<file path="config.mk">
export PLATFORM = sky130hd
export DESIGN_NAME = mlp_feature_sequencer
export DESIGN_NICKNAME = d
export VERILOG_FILES = /design/src/rtl/mlp_feature_sequencer.sv
export SDC_FILE = /design/constraint.sdc
export NUM_CORES = 1
export LEC_CHECK = 0
export ABC_AREA = 1
export ABC_CLOCK_PERIOD_IN_PS = 2200
export CAP_MARGIN = 20
export CORE_MARGIN = 2
export CORE_UTILIZATION = 40
export CTS_CLUSTER_SIZE = 16
export DETAILED_ROUTE_END_ITERATION = 10
export PLACE_DENSITY = 0.72
export RECOVER_POWER = 100
export SLEW_MARGIN = 10
export SYNTH_ARGS = -nofsm -noshare
export SYNTH_HDL_FRONTEND = slang
export SYNTH_SLANG_ARGS = --single-unit
</file>
<file path="constraint.sdc">
create_clock -name clk -period 2.2 [get_ports clk]
set_input_delay 0.44 -clock clk [delete_from_list [all_inputs] [get_ports clk]]
set_output_delay 0.44 -clock clk [all_outputs]
set_load 0.05 [all_outputs]
</file>
<file path="src/rtl/mlp_feature_sequencer.sv">
// -----------------------------------------------------------------------------
// mlp_feature_sequencer
//
// Front-end feeder for a fully combinational printed-MLP classifier. ADC
// samples arrive one feature at a time on a valid/ready stream. Each sample is
// reduced to FEAT_W bits and packed into the classifier's flat input vector.
// The completed vector is held stable for SETTLE_CYC cycles. The classifier's
// class index is then captured and presented on a valid/ready result port.
//
// Optional build macro:
//   MLP_SEQ_RND_EN - round-half-up feature reduction with saturation at
//                    all-ones (only when ADC_W > FEAT_W). When the macro is
//                    undefined, the reduction is plain truncation.
//
// Ports:
//   clk      in   single clock
//   rst_n    in   asynchronous active-low reset
//   s_valid  in   sample valid
//   s_ready  out  sample ready (high whenever collecting)
//   s_data   in   ADC sample, ADC_W bits
//   s_sof    in   start-of-frame marker, qualified by s_valid
//   mlp_inp  out  packed features, feature i at [i*FEAT_W +: FEAT_W]
//   mlp_cls  in   classifier argmax, combinational from mlp_inp
//   m_valid  out  result valid
//   m_ready  in   result ready
//   m_cls    out  captured class index
//   sof_err  out  one-cycle pulse: frame restarted by s_sof before completion
//
// State table:
//   state   | meaning
//   COLLECT | accepting samples into slots 0..N_FEAT-1
//   SETTLE  | mlp_inp frozen, waiting for the classifier to settle
//   PRESENT | result held on m_valid/m_cls until m_ready
// -----------------------------------------------------------------------------
module mlp_feature_sequencer #(
    parameter int N_FEAT     = 6,
    parameter int FEAT_W     = 4,
    parameter int ADC_W      = 8,
    parameter int CLS_W      = 2,
    parameter int SETTLE_CYC = 2
) (
    input  logic                     clk,
    input  logic                     rst_n,
    input  logic                     s_valid,
    output logic                     s_ready,
    input  logic [ADC_W-1:0]         s_data,
    input  logic                     s_sof,
    output logic [N_FEAT*FEAT_W-1:0] mlp_inp,
    input  logic [CLS_W-1:0]         mlp_cls,
    output logic                     m_valid,
    input  logic                     m_ready,
    output logic [CLS_W-1:0]         m_cls,
    output logic                     sof_err
);

    localparam int IDX_W = (N_FEAT > 1) ? $clog2(N_FEAT) : 1;
    localparam int CNT_W = (SETTLE_CYC > 1) ? $clog2(SETTLE_CYC) : 1;
    localparam logic [IDX_W-1:0] LAST_IDX = IDX_W'(N_FEAT - 1);
    localparam logic [CNT_W-1:0] LAST_CNT = CNT_W'(SETTLE_CYC - 1);

    typedef enum logic [1:0] {
        COLLECT = 2'd0,
        SETTLE  = 2'd1,
        PRESENT = 2'd2
    } state_t;

    state_t           state;
    logic [IDX_W-1:0] idx;
    logic [CNT_W-1:0] cnt;

    logic [FEAT_W-1:0] feat_trunc;
    logic [FEAT_W-1:0] feat;
    logic              restart;
    logic [IDX_W-1:0]  widx;
    logic              unused_bits;

    assign feat_trunc  = s_data[ADC_W-1 -: FEAT_W];
    // The low sample bits are intentionally dropped in the truncating build.
    assign unused_bits = ^s_data;

`ifdef MLP_SEQ_RND_EN
    generate
        if (ADC_W > FEAT_W) begin : g_rnd
            logic [FEAT_W:0] sum;
            assign sum  = {1'b0, feat_trunc} + {{FEAT_W{1'b0}}, s_data[ADC_W-FEAT_W-1]};
            // A carry out of the top bit means we would wrap; clamp instead.
            assign feat = sum[FEAT_W] ? {FEAT_W{1'b1}} : sum[FEAT_W-1:0];
        end else begin : g_pass
            assign feat = feat_trunc;
        end
    endgenerate
`else
    assign feat = feat_trunc;
`endif

    assign s_ready = (state == COLLECT);

    // A start-of-frame in the middle of a frame discards what was collected
    // so far and writes this sample to slot 0.
    assign restart = s_sof && (idx != '0);
    assign widx    = restart ? '0 : idx;

    always_ff @(posedge clk or negedge rst_n) begin
        if (!rst_n) begin
            state   <= COLLECT;
            idx     <= '0;
            cnt     <= '0;
            mlp_inp <= '0;
            m_cls   <= '0;
            m_valid <= 1'b0;
            sof_err <= 1'b0;
        end else begin
            sof_err <= 1'b0;
            case (state)
                COLLECT: begin
                    if (s_valid) begin
                        mlp_inp[int'(widx)*FEAT_W +: FEAT_W] <= feat;
                        sof_err <= restart;
                        if (widx == LAST_IDX) begin
                            idx   <= '0;
                            cnt   <= '0;
                            state <= SETTLE;
                        end else begin
                            idx <= widx + 1'b1;
                        end
                    end
                end
                SETTLE: begin
                    if (cnt == LAST_CNT) begin
                        m_cls   <= mlp_cls;
                        m_valid <= 1'b1;
                        state   <= PRESENT;
                    end else begin
                        cnt <= cnt + 1'b1;
                    end
                end
                PRESENT: begin
                    if (m_ready) begin
                        m_valid <= 1'b0;
                        state   <= COLLECT;
                    end
                end
                default: state <= COLLECT;
            endcase
        end
    end

endmodule

</file>
==> results.txt <==
The run finished with clean final reports. The count of standard-cell rows is 24. The cell at the root of the clock tree is clkbuf_8.

The worst hold path belongs to the class flip-flop to flip-flop. The power density over cell area came out at between 1000 and 1500 nW/um^2. The core region is 4290 sq um.

The time the final worst path needs with I/O delays and setup is 2130 ps. In the final routed layout, each cell accounts on average for around 12 microns. The number of max-slew violations in the final report came out at 0. The largest clock skew in the final design came out at 8.12 ps. The area occupied by multi-input gates is about 830 sq um.

The post-synth net total came out at 225. The detailed-route wire length is 3.79 mm. Leaving out fill and tap cells, the most frequent cells in the layout are nand2_1, clkdlybuf4s50_1, dfrtp_1, nand3_1. The setup total negative slack came out at 0 ps. The maximum clock frequency is 470 MHz.

After detailed routing, the number of vias per cell comes to about 4.8. In this run, the number of DRC markers left after iteration 0 of detailed routing was 60. The total of buffers placed on input and output ports is 39. The critical-path maximum fanout came out at 5.

Across the run, the number of max-cap violations was 0. The remaining antenna violation count came out at 0. The distinct cell type count after synthesis is 25. CTS saw 34 sinks.

The relative area change from synthesis to final layout came out at 42.1%. The wire length of the first global-routing pass came out at approximately 6.8 mm. Global routing finished with a remaining overflow of 0.

The netlist area before placement is 1770 sq um. Across the whole layout, storage elements account for 851 sq um. The simple logic cell fraction of the synthesized area is approximately a third. The worst path buffer plus inverter count came out at 1. Measured on the finished design, the core utilization comes to 58.6%. The slowest library cell on the worst path is clkdlybuf4s50_1. The total via count after detailed routing is around 1,500.

The weighted congestion reported at the end of routability-driven placement came out at 0.829. The global-route total usage across every layer came out at 17.3%. The family with the most delay on the worst path is buffers and inverters. The total inserted antenna cells is 0. The placed cell area came out at 2390 sq um. Data arrives at the worst endpoint at 1690 ps.

The maximum level of the CTS H-tree came out at 2. In the synthesized netlist the dominant register cell turns out to be dfrtp_1. Detailed placement finished with a half-perimeter wire length of 2.78 mm. The final setup violation count is 0. The initial antenna violation count is 0.

The final layout contains between 200 and 300 nets. Setup repair after global routing could not meet its margin everywhere. At the pin with the least slew margin, the transition time is 814 ps.

Summing internal, switching and leakage power gives between 2 and 3 mW. The number of ports placed on the die boundary is 44. Leaving out fill and tap cells, the most frequent cell in the layout is nand2_1.

Tracing the worst setup path back leads to its startpoint at state[1]. The maximum number of pins on one net before global-route repair came out at 35. The worst endpoint required time came out at between 1500 and 2000 ps. Once the floorplan was initialized, standard cells occupied 41.2% of the core. Timing analysis after detailed placement gives a worst setup slack of -270 ps. Synthesis produced 203 cells.

The worst register-to-register path begins at idx[2]. The count of final hold-check violations came out at 0. The total number of yosys warnings is 0.

The maximum resistive drop on vdd came out at 537 uV. The worst slew slack as a fraction of its limit came out at 45.7%. Summing the areas of all fa, ha and maj instances in the mapped netlist gives 4.95% of the synthesized area. The number of buffers between clock root and the deepest sink came out at 2. The largest family of logic cells by synthesized area is simple AND/OR/NAND/NOR gates. For this design the static power due to leakage is around 1.2 nW. The die height came out at slightly above 70 microns.

In the finished design, the share of the clock period the worst path needs comes to between 90% and 100%. The biggest cell delay along the critical path came out at 810 ps. The worst setup path is of the flip-flop to primary output kind. The least setup slack across all paths after layout is 71.9 ps.

The share of synthesized registers carrying an async set or reset is 100%. Averaged over all synthesized cells, the footprint is roughly 8.7 sq um. Traced cell by cell, the critical path runs through nor2_4, clkdlybuf4s50_1. STA classifies the critical path endpoint as a primary output. TritonCTS built the clock tree. Clock tree synthesis inserted a total of 5 buffers.

The die is 70.5 microns wide. After Yosys synthesis, XOR and XNOR cells account for 0.495% of the synthesized area. The via count of the first global-routing pass came out at 1,511. The complex-gate fraction of the synthesized area is 5.44%.

For this run, design rule violations remaining after detail routing come to 0. Yosys mapped a number of flops with a built-in enable equal to 0. The layout has 414 filler cells.

The clock latency at the later pin of the worst-skew pair came out at 290 ps. The startpoint identified for the worst hold timing path is mlp_inp[17]. The area of the die is 4970 sq um. The synthesized flop and latch total came out at 34. The final cell area excluding filler cells came out at 2520 sq um.

The share of final-layout standard cells stronger than drive strength 1 came out at 23.8%. STA classifies the critical path startpoint as a flip-flop. The count of TritonRoute iterations in the first routing pass came out at 4. In the synthesized netlist, mux cells make up 1.27% of the area. The share of the yosys chip area belonging to registers is 48.1%. The register clock-pin slew on the reported worst setup and hold paths is 70 ps.
cells by family after synthesis:
kind of cell	count (synthesis)
simple gates	111
flops	34
buf+inv	30
compound gates	18
fa+ha+maj	7
mux	2
xor+xnor	1
repair_timing:
action                     4_1_cts  5_1_grt
setup endpoints to repair        0       15
setup buffers                    0        2
gates resized for setup          0        8
hold buffers                     0        0
cells in the mapped netlist (2+ instances only):
library cell  number  area [sq um]
nand3_4            2          35.0
nor2_1            11          41.3
nand2_4            4          45.0
mux2_2             2          22.5
dfrtp_1           34           851
inv_1             21          78.8
nand2_2            4          25.0
nand3_1           20           100
nor2_4             6          67.6
nand2_1           51           191
buf_2              2          10.0
nor3_1             5          25.0
inv_2              5          18.8
o21ai_1           12          60.1
nand4_1            4          25.0
o21ai_0            3          15.0
nor2_2             2          12.5
ha_1               7          87.6
inv_4              2          12.5
path summary, 6_finish.rpt:
kind / endpoint / slack, ps / cells after the start
setup / recovery: s_ready / 70 / 2
hold / removal: mlp_inp[17] / 470 / 2
setup reg to reg: mlp_inp[18] / 90 / 15
hold reg to reg: mlp_inp[17] / 470 / 2
max in group asynchronous: mlp_inp[2] / 920 / 2
min in group asynchronous: m_cls[1] / 760 / 2
power breakdown:
group          total (mW)  switching, mW  internal (mW)
logic                1.47          0.920          0.547
registers           0.850         0.0765          0.773
clock network       0.481          0.230          0.251
total                2.80           1.23           1.57
through the flow:
step	instances	hold WS (ps)
floorplan	203	144
global placement	311	456
detailed placement	311	462
CTS	319	478
global route	321	509
finish	321	472
state kept, by name (all words and copies together) (netlist names):
register	cells
m_valid	1
sof_err	1
cnt	1
m_cls	2
state	2
mlp_inp	24
idx	3
metal layers:
metal  vias to the layer above  wire (microns)  track usage [%]
met5                         -               0                0
met4                         0              72             6.08
met3                         6             144             4.13
met2                        31            1910             28.2
met1                       709            1660             22.9
li1                        781               -                -
worst register-to-register path, delay by kind of cell, from the launching register on:
family / cells / cell delay (ps)
adder cells (fa/ha/maj): 2 / 460
buffers and inverters: 3 / 190
flip-flops: 1 / 380
AND/OR/NAND/NOR: 10 / 980
layout make-up:
type	instances	share of cell area (%)
Sequential cell	34	33.8
Multi-Input combinational cell	139	33.1
Timing Repair Buffer	60	22.3
Inverter	28	4.48
Clock buffer	6	3.28
Tap cell	52	2.59
Clock inverter	2	0.497
Note: power is estimated with default switching activity, not from simulation.
==> RTL edit: new RTL, same flow settings <==
The option `MLP_SEQ_RND_EN` is turned on by a define.
--- a/src/rtl/mlp_feature_sequencer.sv
+++ b/src/rtl/mlp_feature_sequencer.sv
@@ -32,6 +32,8 @@
 //   SETTLE  | mlp_inp frozen, waiting for the classifier to settle
 //   PRESENT | result held on m_valid/m_cls until m_ready
 // -----------------------------------------------------------------------------
+`define MLP_SEQ_RND_EN
+
 module mlp_feature_sequencer #(
     parameter int N_FEAT     = 6,
     parameter int FEAT_W     = 4,
Behaviour: not the same (a bounded check fails within 4 cycles, from zero or initial values and one cycle with rst_n low).
==> RTL edit against the unedited design <==
Area after synthesis unchanged. Die area unchanged. Sequential power decreased by 5.6%. Sequential cell count unchanged. Final area decreased by 3.1%. Setup slack improved by 0.039 ns. Largest cell class unchanged. Non-clock buffer count decreased by 5. Utilization decreased by 1.8 points. Power decreased by 14%. Wire length increased by 3.9%.
==> RTL edit: results (changes against the unedited design) <==
** Cells and area
- Non-filler cells in the finished layout :: 310 (-3.4%)
- The count of antenna diodes in the layout came to 0 (unchanged).
- Net count of the finished layout :: 281 (-3.1%)
- Biggest registers after layout :: mlp_inp: 24 flops, idx: 3 flops
- The share of layout cells above drive strength 1 came to 0.186 (-0.0519).

** Setup path
- The worst endpoint data arrival time came to 1.65 ns (-0.04 ns).
- For this run, the slowest stage of the critical path takes 0.80 ns.
- On the critical path, the stage with the largest delay is an instance of clkdlybuf4s50_1.
- Startpoint of the lowest-slack register-to-register path :: idx[1]
- The kind of cell with the highest combined delay along the critical path is buffers and inverters.
- Crit Path Max Fanout :: 5 (unchanged)
- Tracing the worst setup path back leads to its startpoint at state[1].

** Synth
- Post-synth top cells :: nand2_1 (52), dfrtp_1 (34), inv_1 (18), nand3_1 (16), o21ai_1 (16)
- Net count after synthesis :: 221 (-1.8%)
- Cells taking the most area after synthesis :: dfrtp_1 (48%), nand2_1 (11%), ha_1 (6.4%)
- Asr flop ratio synth :: 1.00 (unchanged)
- The mean instance size in the synthesized netlist is 8.99 um2 (+3.0%).
- The register area share after synthesis came to 0.481 (unchanged).
- The number of distinct library cell variants in the gate-level netlist after synthesis was 28 (+12%).
- The most used flip-flop cell after synthesis is dfrtp_1.
- Number of synthesis warnings :: 0 (unchanged)

** Drt
- The number of search-and-repair iterations in the first detailed-routing pass was 5 (+1).
- Total number of vias :: 1499 (-1.8%)
- Average routed wire per standard cell :: 12.7 um (+7.6%)
- The DRC violation total after the first TritonRoute iteration was 77 (+28%).

** Pwr
- Static Leak :: 0.00121 uW (+1.7%)
- The worst voltage drop across the vdd grid came to 0.376 mV (-30%).

** GRT
- The largest net degree at the start of global routing came to 35 (unchanged).
- The total global-route track usage was 0.171 (-0.00208).
- Wire length of the first global-routing pass :: 6780 um (unchanged)
- The initial antenna violation count came to 0 (unchanged).
- The number of global-route vias before repair was 1478 (-2.2%).

** Placement
- # port buffers :: 40 (+2.6%)
- Detailed placer's ending HPWL :: 2910 um (+4.8%)
- The total placed cells including tap cells came to 302 (-2.9%).
- Global placer's final weighted congestion :: 0.879 (+6.0%)

** CTS
- The TritonCTS buffer count came to 5 (unchanged).
- Clock transition at the register clock pins on the worst setup and hold paths after CTS :: 0.07 ns (about the same)
- The tree is rooted in a clkbuf_8.
- Clock latency on the worst-skew pair :: 0.29 ns (about the same)
- H-tree depth :: 2 (unchanged)
- The buffer levels on the longest clock path came to 2 (unchanged).

** Min path
- Min-delay src :: m_valid
- Worst min-delay path category :: flop to flop

** STA
- The actual slew at the worst max-slew pin is 0.839 ns (+0.0244 ns).
- The final worst clock skew is 0.00279 ns (-0.00533 ns).

** Outcome
- Status :: complete, no violations
## RTL edit: changes by cell type in the layout (fill, tap and decap cells not counted), moves of 3 or more
cell	delta
dlygate4sd3_1	+29
nand2_4	-3
nor3_1	-5
inv_2	-3
inv_4	-3
o21ai_1	+4
o21ai_0	+3
clkdlybuf4s50_1	-28
nand4_1	+4
buf_4	-6
ha_1	+3
nor2_1	-4
nand3_1	-4
## RTL edit: layout make-up
cell class,instances,area [um2]
Multi-Input combinational cell,137,826
Clock inverter,2,12.5
Fill cell,388,1860
Timing Repair Buffer,55,509
Sequential cell,34,851
Tap cell,52,65.1
Clock buffer,6,82.6
Inverter,24,91.3
## RTL edit: power breakdown
group          switching [uW]  leakage [uW]  internal [uW]
combinational             723      0.000708            382
sequential               62.2      0.000453            740
clock                     239     0.0000472            251
## RTL edit: stage by stage
stage | TNS (ns) | hold slack [ns] | setup slack, ns | cell area (um2)
after floorplan | 0 | 0.144 | 0.197 | 1770
after global routing | 0 | 0.500 | 0.0194 | 2440
after detailed placement | -5.39 | 0.472 | -0.288 | 2330
after CTS | 0 | 0.488 | 0.00132 | 2430
final | 0 | 0.473 | 0.110 | 2440
after global placement | -4.70 | 0.457 | -0.247 | 2330
## RTL edit: path summary, 6_finish.rpt
check	end	slack [ns]	cells past startpoint
worst min register to register	m_valid	0.47	2
worst max register to register	mlp_inp[16]	0.20	12
max in group asynchronous	mlp_inp[1]	0.90	2
worst max-delay path	s_ready	0.11	2
min in group asynchronous	m_valid	0.77	2
worst min-delay path	m_valid	0.47	2
## RTL edit: kinds of logic (layout without fill, tap and decap cells)
family / after synthesis / count (layout) / synth area share
AOI/OAI and AO/OA: 28 / 28 / 0.0869
xor gates and xnor gates: 1 / 1 / 0.00495
adders and majority gates: 9 / 9 / 0.0636
buffers and inverters: 26 / 87 / 0.0601
DFF: 34 / 34 / 0.481
muxes: 2 / 2 / 0.0127
and+or+nand+nor: 97 / 97 / 0.291
## RTL edit: what timing repair did
action                     CTS  global route
buffers inserted             0             0
gates resized for setup      1             9
hold buffers                 0             0
gates cloned                 0             0
pin swaps                    0             1
setup endpoints to repair    4            24
## RTL edit: per-layer routing
metal | global-route usage | up-vias | routed length, um
met3 | 0.0427 | 7 | 164
met4 | 0.0503 | 0 | 55
met5 | 0 | - | 0
li1 | - | 769 | -
met1 | 0.217 | 693 | 1750
met2 | 0.292 | 30 | 1960
## RTL edit: worst register-to-register path: cells and delay by family (launching register included)
family | cells | cell delay, ns
and+or+nand+nor | 8 | 0.80
DFF | 1 | 0.41
adders and majority gates | 1 | 0.40
buffers and inverters | 2 | 0.19
AOI/OAI and AO/OA | 1 | 0.06
